## src/rtl/fetch_unit_if.sv

```systemverilog
// Fetch-stage bus bundle: pc_mux link, instruction bus and decode handshake.
interface fetch_unit_if;
    localparam int unsigned XLEN = 64;
    localparam int unsigned ILEN = 32;

    logic [XLEN-1:0] pc_nxt;
    logic            redirect;
    logic [XLEN-1:0] pcplus4;
    logic            ireq_valid;
    logic [XLEN-1:0] ireq_addr;
    logic            iresp_data_ok;
    logic [ILEN-1:0] iresp_data;
    logic            out_valid;
    logic            out_ready;
    logic [XLEN-1:0] out_pc;
    logic [ILEN-1:0] out_instr;
    logic            out_misalign;

    // Fetch unit side
    modport master (
        input  pc_nxt, redirect, iresp_data_ok, iresp_data, out_ready,
        output pcplus4, ireq_valid, ireq_addr, out_valid, out_pc, out_instr, out_misalign
    );

    // Environment side (pc_mux, memory, decode)
    modport slave (
        output pc_nxt, redirect, iresp_data_ok, iresp_data, out_ready,
        input  pcplus4, ireq_valid, ireq_addr, out_valid, out_pc, out_instr, out_misalign
    );
endinterface

```

## src/rtl/fetch_unit.sv

```systemverilog
// Non-pipelined instruction fetch: PC register, single outstanding request,
// one-entry instruction buffer towards decode, redirect-safe cancellation.
module fetch_unit #(
    parameter logic [63:0] RESET_PC = 64'h8000_0000
) (
    input  logic         clk,
    input  logic         reset,
    fetch_unit_if.master bus
);
    localparam int unsigned XLEN = 64;
    localparam int unsigned ILEN = 32;
    localparam logic [ILEN-1:0] NOP_INSTR = 32'h0000_0013;

    typedef enum logic [1:0] {
        FETCH   = 2'd0,
        HOLD    = 2'd1,
        DISCARD = 2'd2
    } state_t;

    state_t          state_q;
    logic [XLEN-1:0] pc_q;
    logic            ireq_valid_q;
    logic [XLEN-1:0] ireq_addr_q;
    logic            out_valid_q;
    logic [ILEN-1:0] out_instr_q;
    logic            out_misalign_q;
    logic [XLEN-1:0] discard_pc_c;

    function automatic logic is_aligned(input logic [XLEN-1:0] addr);
        return addr[1:0] == 2'b00;
    endfunction

    // PC that will be fetched when a discarded response completes (latest redirect wins)
    always_comb begin
        discard_pc_c = pc_q;
        if (bus.redirect) begin
            discard_pc_c = bus.pc_nxt;
        end
    end

    // Fetch FSM; ireq_addr_q doubles as the stale address while discarding
    always_ff @(posedge clk or posedge reset) begin
        if (reset) begin
            state_q        <= FETCH;
            pc_q           <= RESET_PC;
            ireq_valid_q   <= 1'b0;
            ireq_addr_q    <= RESET_PC;
            out_valid_q    <= 1'b0;
            out_instr_q    <= '0;
            out_misalign_q <= 1'b0;
        end else begin
            case (state_q)
                FETCH: begin
                    if (ireq_valid_q) begin
                        if (bus.iresp_data_ok && bus.redirect) begin
                            pc_q         <= bus.pc_nxt;
                            ireq_valid_q <= is_aligned(bus.pc_nxt);
                            ireq_addr_q  <= bus.pc_nxt;
                        end else if (bus.iresp_data_ok) begin
                            out_instr_q    <= bus.iresp_data;
                            out_valid_q    <= 1'b1;
                            out_misalign_q <= 1'b0;
                            ireq_valid_q   <= 1'b0;
                            state_q        <= HOLD;
                        end else if (bus.redirect) begin
                            pc_q    <= bus.pc_nxt;
                            state_q <= DISCARD;
                        end
                    end else if (bus.redirect) begin
                        pc_q         <= bus.pc_nxt;
                        ireq_valid_q <= is_aligned(bus.pc_nxt);
                        ireq_addr_q  <= bus.pc_nxt;
                    end else if (!is_aligned(pc_q)) begin
                        out_instr_q    <= NOP_INSTR;
                        out_valid_q    <= 1'b1;
                        out_misalign_q <= 1'b1;
                        state_q        <= HOLD;
                    end else begin
                        ireq_valid_q <= 1'b1;
                        ireq_addr_q  <= pc_q;
                    end
                end
                HOLD: begin
                    if (bus.redirect || bus.out_ready) begin
                        pc_q           <= bus.pc_nxt;
                        out_valid_q    <= 1'b0;
                        out_misalign_q <= 1'b0;
                        ireq_valid_q   <= is_aligned(bus.pc_nxt);
                        ireq_addr_q    <= bus.pc_nxt;
                        state_q        <= FETCH;
                    end
                end
                DISCARD: begin
                    pc_q <= discard_pc_c;
                    if (bus.iresp_data_ok) begin
                        ireq_valid_q <= is_aligned(discard_pc_c);
                        ireq_addr_q  <= discard_pc_c;
                        state_q      <= FETCH;
                    end
                end
                default: begin
                    state_q      <= FETCH;
                    ireq_valid_q <= 1'b0;
                    out_valid_q  <= 1'b0;
                end
            endcase
        end
    end

    assign bus.pcplus4      = pc_q + XLEN'(4);
    assign bus.ireq_valid   = ireq_valid_q;
    assign bus.ireq_addr    = ireq_addr_q;
    assign bus.out_valid    = out_valid_q;
    assign bus.out_pc       = pc_q;
    assign bus.out_instr    = out_instr_q;
    assign bus.out_misalign = out_misalign_q;
endmodule

```

## src/flat_wrapper.sv

```systemverilog
// flat-port wrapper written by rule: the top's interface ports become plain ports
module fetch_unit_flat 
#(
    parameter logic [63:0] RESET_PC = 64'h8000_0000
)
  (clk, reset, bus_pc_nxt, bus_redirect, bus_iresp_data_ok, bus_iresp_data, bus_out_ready, bus_pcplus4, bus_ireq_valid, bus_ireq_addr, bus_out_valid, bus_out_pc, bus_out_instr, bus_out_misalign);
  fetch_unit_if bus_i ();
  input  logic clk;
  input  logic reset;
  input wire logic [$bits(bus_i.pc_nxt)-1:0] bus_pc_nxt;
  input wire logic [$bits(bus_i.redirect)-1:0] bus_redirect;
  input wire logic [$bits(bus_i.iresp_data_ok)-1:0] bus_iresp_data_ok;
  input wire logic [$bits(bus_i.iresp_data)-1:0] bus_iresp_data;
  input wire logic [$bits(bus_i.out_ready)-1:0] bus_out_ready;
  output wire logic [$bits(bus_i.pcplus4)-1:0] bus_pcplus4;
  output wire logic [$bits(bus_i.ireq_valid)-1:0] bus_ireq_valid;
  output wire logic [$bits(bus_i.ireq_addr)-1:0] bus_ireq_addr;
  output wire logic [$bits(bus_i.out_valid)-1:0] bus_out_valid;
  output wire logic [$bits(bus_i.out_pc)-1:0] bus_out_pc;
  output wire logic [$bits(bus_i.out_instr)-1:0] bus_out_instr;
  output wire logic [$bits(bus_i.out_misalign)-1:0] bus_out_misalign;
  assign bus_i.pc_nxt = bus_pc_nxt;
  assign bus_i.redirect = bus_redirect;
  assign bus_i.iresp_data_ok = bus_iresp_data_ok;
  assign bus_i.iresp_data = bus_iresp_data;
  assign bus_i.out_ready = bus_out_ready;
  assign bus_pcplus4 = bus_i.pcplus4;
  assign bus_ireq_valid = bus_i.ireq_valid;
  assign bus_ireq_addr = bus_i.ireq_addr;
  assign bus_out_valid = bus_i.out_valid;
  assign bus_out_pc = bus_i.out_pc;
  assign bus_out_instr = bus_i.out_instr;
  assign bus_out_misalign = bus_i.out_misalign;
  fetch_unit #(.RESET_PC(RESET_PC)) u_core (.clk(clk), .reset(reset), .bus(bus_i));
endmodule
```

## config.mk

```make
export PLATFORM = sky130hd
export DESIGN_NAME = fetch_unit_flat
export DESIGN_NICKNAME = d
export VERILOG_FILES = /design/src/rtl/fetch_unit_if.sv /design/src/rtl/fetch_unit.sv /design/src/flat_wrapper.sv
export SDC_FILE = /design/constraint.sdc
export NUM_CORES = 1
export LEC_CHECK = 0
export CELL_PAD_IN_SITES_DETAIL_PLACEMENT = 1
export CELL_PAD_IN_SITES_GLOBAL_PLACEMENT = 1
export CORE_UTILIZATION = 35
export DETAILED_ROUTE_END_ITERATION = 8
export GPL_TIMING_DRIVEN = 0
export PLACE_DENSITY_LB_ADDON = 0.3
export SKIP_LAST_GASP = 1
export SLEW_MARGIN = 10
export SYNTH_ARGS = -nofsm -noshare
export SYNTH_HDL_FRONTEND = slang
export SYNTH_SLANG_ARGS = --single-unit
```

## constraint.sdc

```tcl
create_clock -name clk -period 8.65 [get_ports clk]
set_input_delay 0.865 -clock clk [delete_from_list [all_inputs] [get_ports clk]]
set_output_delay 0.865 -clock clk [all_outputs]
set_load 0.02 [all_outputs]
```

After elaboration in Yosys (flattened, before gate mapping)
Index checks and enable logic that the tools add are counted.

Add/sub/neg operators: 1. Equality and inequality tests: 16. Muxes and demuxes: 45. Bitwise operators: 1. Reductions and logical operators: 15.

Operators with widths (count): 2-to-1 mux 64 bit (10); one-hot mux 64 bit (3 select lines) (2); 2-to-1 mux 32 bit (5); adder 64 x 3 -> 64 bit (second input constant) (1); AND reduction 6 bit (3); 2-to-1 mux 1 bit (16); 2-to-1 mux 2 bit (8); AND reduction 5 bit (2); inequality test 3 bit (second input constant) (3); zero test 2 bit (4); inequality test 4 bit (second input constant) (2); inequality test 2 x 1 -> 1 bit (second input constant) (3); inequality test 2 bit (second input constant) (3); inequality test 3 x 2 -> 1 bit (second input constant) (2); one-hot mux 1 bit (3 select lines) (2); one-hot mux 2 bit (3 select lines) (1); inequality test 4 x 2 -> 1 bit (second input constant) (1); AND reduction 3 bit (1); nonzero test 3 bit (1); equality test 2 x 1 -> 1 bit (second input constant) (1); equality test 2 bit (second input constant) (1); one-hot mux 1 bit (2 select lines) (1); AND reduction 2 bit (1); nonzero test 2 bit (1); other kinds (3) (3).

Register bits after elaboration: 165. Input bits: 101. Output and inout port bits: 227. Logic and storage cells: 85.

Logic depth before layout (Yosys ltp)
Depth after elaboration: 5. Depth in mapped cells: 10. Mapped depth without buffers: 7.

Least setup slack after synthesis
No wires, ideal clock.

Kind: flip-flop to output port. Start: reg u_core.pc_q[24] (netlist: u_core.bus.out_pc[24]). End: out bus_pcplus4[57]. Arrival time: 2.600 ns. Data required time: 7.785 ns. Setup slack: 5.185 ns. Cell stages (with the launch flop): 8. Path through: dfrtp_1 > buf_2 > nand4_1 > or4_1 > buf_2 > or4_4 > and4b_1 > xor2_1.

Cells in the longest elaborated chain, start to end: 1.

RTL lines: start: declaration (line fetch_unit.sv:21) `logic [XLEN-1:0] pc_q;`; start signal: assignment (line fetch_unit.sv:56) `pc_q <= bus.pc_nxt;`; start signal: assignment (line fetch_unit.sv:66) `pc_q <= bus.pc_nxt;`; start signal: assignment (line fetch_unit.sv:70) `pc_q <= bus.pc_nxt;`; adder 64 x 3 -> 64 bit (line fetch_unit.sv:110) `assign bus.pcplus4 = pc_q + XLEN'(4);`; end: declaration (line flat_wrapper.sv:15) `output wire logic [$bits(bus_i.pcplus4)-1:0] bus_pcplus4;`.

No other way between the ends.

Worst setup path in the final report
Start: reg u_core.pc_q[12] (netlist: u_core.bus.out_pc[12]). End: out bus_pcplus4[63].

The elaborated chain is that of the path after synthesis.

==> run summary <==
Buffer count from post-CTS setup fixing: 0. Yosys attributes the largest share of cell area to sky130_fd_sc_hd__dfrtp_1 (45%), sky130_fd_sc_hd__a21oi_1 (14%), sky130_fd_sc_hd__nor2_1 (6.8%), sky130_fd_sc_hd__nand2_1 (6.2%), sky130_fd_sc_hd__a22oi_1 (5.3%). The logs give 7.79 ns for the data required time at the worst endpoint and 2 for the maximum clock path buffer count. In the synthesized netlist the async set-or-reset flop fraction comes to 100.0%. The top cell types in the final layout, fill and taps aside, are sky130_fd_sc_hd__clkdlybuf4s50_1 (327), sky130_fd_sc_hd__a21oi_1 (259), sky130_fd_sc_hd__nor2_1 (166), sky130_fd_sc_hd__dfrtp_1 (163), sky130_fd_sc_hd__nand2_1 (151). Measured against its own limit, the worst slew margin works out to 12.94%.

The top cell type by area accounts for 44.71% of the synthesized area. After synthesis the cells add up to 9122 um^2. The number of clock buffers added by TritonCTS is 17.

In the synthesized netlist, the number of instances is 1,151. Counting every net in the synthesized netlist gives 1,258. Across the VDD grid, the largest voltage drop is 220.8 uV. For this run, the detailed router's first-pass iteration total came to 5.

In the finished design, the share of the clock period the worst path needs comes to 56.99%. The starting density of the core came out at 35.92%. TritonCTS built the clock tree. For the standby leakage power, the log shows 5.270 nW.

For the clock network latency to the later pin of the worst-skew pair, the log shows 0.43 ns. The kind of critical path is register to primary output. Based on the critical path, the design can be clocked at up to 0.2029 GHz. The total overflow left after global routing is 0. After floorplanning, the core was divided into 58 placement rows. The worst setup path is launched from a register.

Across all layers, the routed design uses 10.21k vias. In the synthesized netlist the dominant register cell turns out to be sky130_fd_sc_hd__dfrtp_1. The most prevalent standard cell on the critical path is sky130_fd_sc_hd__nor4_1.

Setup repair after global routing left no endpoint under its margin. The quantity of hold-fixing buffers added after cts is 0, and the number of nets with antenna violations after routing is 0. Entering global routing, the biggest net connects 110 pins. The maximum fanout count along the critical path came out at 7.

The critical path goes through nand3_1, nor4_1, nand4_1, nor4_1, xor2_1, clkdlybuf4s50_1. The area growth from synthesis to layout is 47.62%. The synthesized design contains 0 enable-type register cells. Across the run, the number of max-cap violations was 0. Power spread over the standard cell area amounts to 482.4 nW/um^2.

Once layout is complete, the utilization of the core stands at 53.02%. From bottom edge to top edge, the die measures 163.4 um. Clock tree synthesis selected as its root buffer the cell sky130_fd_sc_hd__clkbuf_16. Yosys printed 0 warnings. The total of buffers placed on input and output ports was 327. In the routed design, unresolved DRC markers number 0. At the pin with the least slew margin, the transition time is 1.301 ns.

The final-stage net count was 1,607. The floorplan step defined a die boundary enclosing 26,710 um^2. The routed design could run at a clock period as short as 4.929 ns.

For the count of endpoints failing hold in the final timing report, the log shows 0. The design draws 6.496 mW. Leaving out fill and tap cells, the most frequent cell in the layout is sky130_fd_sc_hd__clkdlybuf4s50_1. Setup violations remaining at the end of the flow were counted as 0.

The wire length of the first global-routing pass was 60,150 um. The tools report the critical path capture point type as a primary output. Once the clock tree was built, the resizer swapped 0 gates to a different size.

After legalization and detailed placement, the total HPWL measured 28,080 um. The slowest stage of the critical path belongs to the cell sky130_fd_sc_hd__nor4_1. For the total negative slack, the log shows 0 ns. Of all cell types, the one taking the most synthesized area is sky130_fd_sc_hd__dfrtp_1. The logs give 1 for the number of antenna violations at the first check in global routing and 10.61k for the via count of the first global-routing pass. The global routing usage summed across all routing layers was 29.19%; the placer's final routability congestion estimate was 0.8773. For the number of pins with negative max-slew slack in the final report, the log shows 0. Dividing the detail-routed via count by the number of cells gives 5.538. After detailed routing, the average wire length per cell comes to 20.98 um.

Dividing the synthesized area by the synthesized cell count gives 7.926 um^2. After clock tree synthesis, the clock-pin slew on the worst setup and hold paths is 0.09 ns. The run finished with clean final reports. The run gives 328 as the number of ports placed on the die boundary. For the worst setup path, the data arrival time is 4.06 ns. After synthesis the netlist holds a flip-flop and latch count of 165. The share of the Yosys chip area taken by registers is 45.29%. Critical path's largest stage delay: 0.76 ns. The tools report the DRC violation total after the first TritonRoute iteration as 649. In this run, distinct cell masters in the synthesized netlist total 38. The die width works out to 163.4 um.

The share of layout cells above drive strength 1 is 3.569%. Summed over all layers, the routed wires come to 38,680 um. The H-tree was split into 4 levels. The number of sinks on the clock net was 165. In this run the worst hold path is classified as register to register. The clock arrives with 0.01382 ns of skew. The core region is 25,400 um^2.
registers in the layout, indices dropped and copies added (netlist names):
register	count
u_core.bus.ireq_addr	64
u_core.bus.ireq_valid	1
u_core.bus.out_instr	32
u_core.bus.out_misalign	1
u_core.bus.out_pc	64
u_core.bus.out_valid	1
u_core.state_q	2
metrics by stage:
stage	area, um^2	instances	setup slack, ns	hold slack (ns)
after floorplan	9123	1151	3.327	0.5318
after global placement	12810	1808	0.5591	0.4622
after detailed placement	12860	1811	4.294	0.4699
after CTS	13460	1843	3.769	0.4904
after global routing	13470	1844	3.476	0.5032
final	13470	1844	3.721	0.4874
worst paths after layout:
path | from | to | slack, ns | cells after the start
hold reg to reg | u_core.bus.out_instr[8]$_DFFE_PP0P_ | u_core.bus.out_instr[8]$_DFFE_PP0P_ | 0.49 | 2
setup reg to reg | u_core.state_q[0]$_DFFE_PP0P_ | u_core.bus.ireq_addr[5]$_DFFE_PP0P_ | 5.43 | 10
setup / recovery | u_core.bus.out_pc[12]$_DFFE_PP0P_ | bus_pcplus4[63] | 3.72 | 6
hold / removal | u_core.bus.out_instr[8]$_DFFE_PP0P_ | u_core.bus.out_instr[8]$_DFFE_PP0P_ | 0.49 | 2
min in group asynchronous | reset | u_core.bus.ireq_addr[40]$_DFFE_PP0P_ | 0.84 | 2
max in group asynchronous | reset | u_core.bus.out_instr[23]$_DFFE_PP0P_ | 6.80 | 3
area by class of cell:
cell class / instances / area, um^2
fillers: 3082 / 11930
plain buffers: 104 / 412.9
clock buffers: 17 / 425.4
inverters: 19 / 78.83
diodes: 1 / 2.502
repair buffers: 330 / 3316
well taps: 330 / 412.9
clock inverters: 15 / 180.2
flip-flops and latches: 165 / 4131
multi-input cells: 863 / 4507
per-layer routing:
metal / global-route usage, % / vias up / part of all wire [%]
li1: - / 4680 / -
met1: 36.65 / 5128 / 42
met2: 49.96 / 346 / 49
met3: 5.637 / 58 / 6.3
met4: 9.601 / 0 / 2.4
met5: 0 / - / 0
synth_stat cells, types with 2 or more instances:
| library cell | instances |
|---|---|
| sky130_fd_sc_hd__ha_1 | 6 |
| sky130_fd_sc_hd__nor2b_1 | 4 |
| sky130_fd_sc_hd__nand3_1 | 29 |
| sky130_fd_sc_hd__and3_1 | 3 |
| sky130_fd_sc_hd__or4_1 | 2 |
| sky130_fd_sc_hd__a211oi_1 | 2 |
| sky130_fd_sc_hd__dfstp_2 | 2 |
| sky130_fd_sc_hd__nor3_1 | 15 |
| sky130_fd_sc_hd__dfrtp_1 | 163 |
| sky130_fd_sc_hd__nor2_1 | 166 |
| sky130_fd_sc_hd__nand2_1 | 151 |
| sky130_fd_sc_hd__nand2b_1 | 5 |
| sky130_fd_sc_hd__mux2i_1 | 2 |
| sky130_fd_sc_hd__buf_2 | 9 |
| sky130_fd_sc_hd__or3_1 | 2 |
| sky130_fd_sc_hd__o211ai_1 | 2 |
| sky130_fd_sc_hd__buf_4 | 3 |
| sky130_fd_sc_hd__inv_1 | 19 |
| sky130_fd_sc_hd__xnor2_1 | 26 |
| sky130_fd_sc_hd__o21ai_0 | 40 |
| sky130_fd_sc_hd__and4_1 | 8 |
| sky130_fd_sc_hd__buf_1 | 4 |
| sky130_fd_sc_hd__clkbuf_1 | 88 |
| sky130_fd_sc_hd__nor4_1 | 17 |
| sky130_fd_sc_hd__xor2_1 | 34 |
| sky130_fd_sc_hd__and2_1 | 2 |
| sky130_fd_sc_hd__nand4_1 | 15 |
| sky130_fd_sc_hd__a22oi_1 | 64 |
| sky130_fd_sc_hd__a21oi_1 | 259 |
kinds of logic after synthesis:
kind of cell,share of synthesized area [%]
simple gates,20.22
compound gates,22.26
flops,45.29
buf+inv,5.308
xor+xnor,5.761
fa+ha+maj,0.8229
mux,0.3429
worst max-delay path: cells and delay by family (launching register included):
kind          cells  cell delay, ns
simple gates      4            2.27
xor+xnor          1            0.18
flops             1            0.51
buf+inv           1            0.67
power by group:
part / switching (mW) / internal [mW]
combinational: 2.47 / 1.65
sequential: 0.406 / 1.17
clock: 0.403 / 0.393
total: 3.28 / 3.22
(Power assumes the default switching activity.)
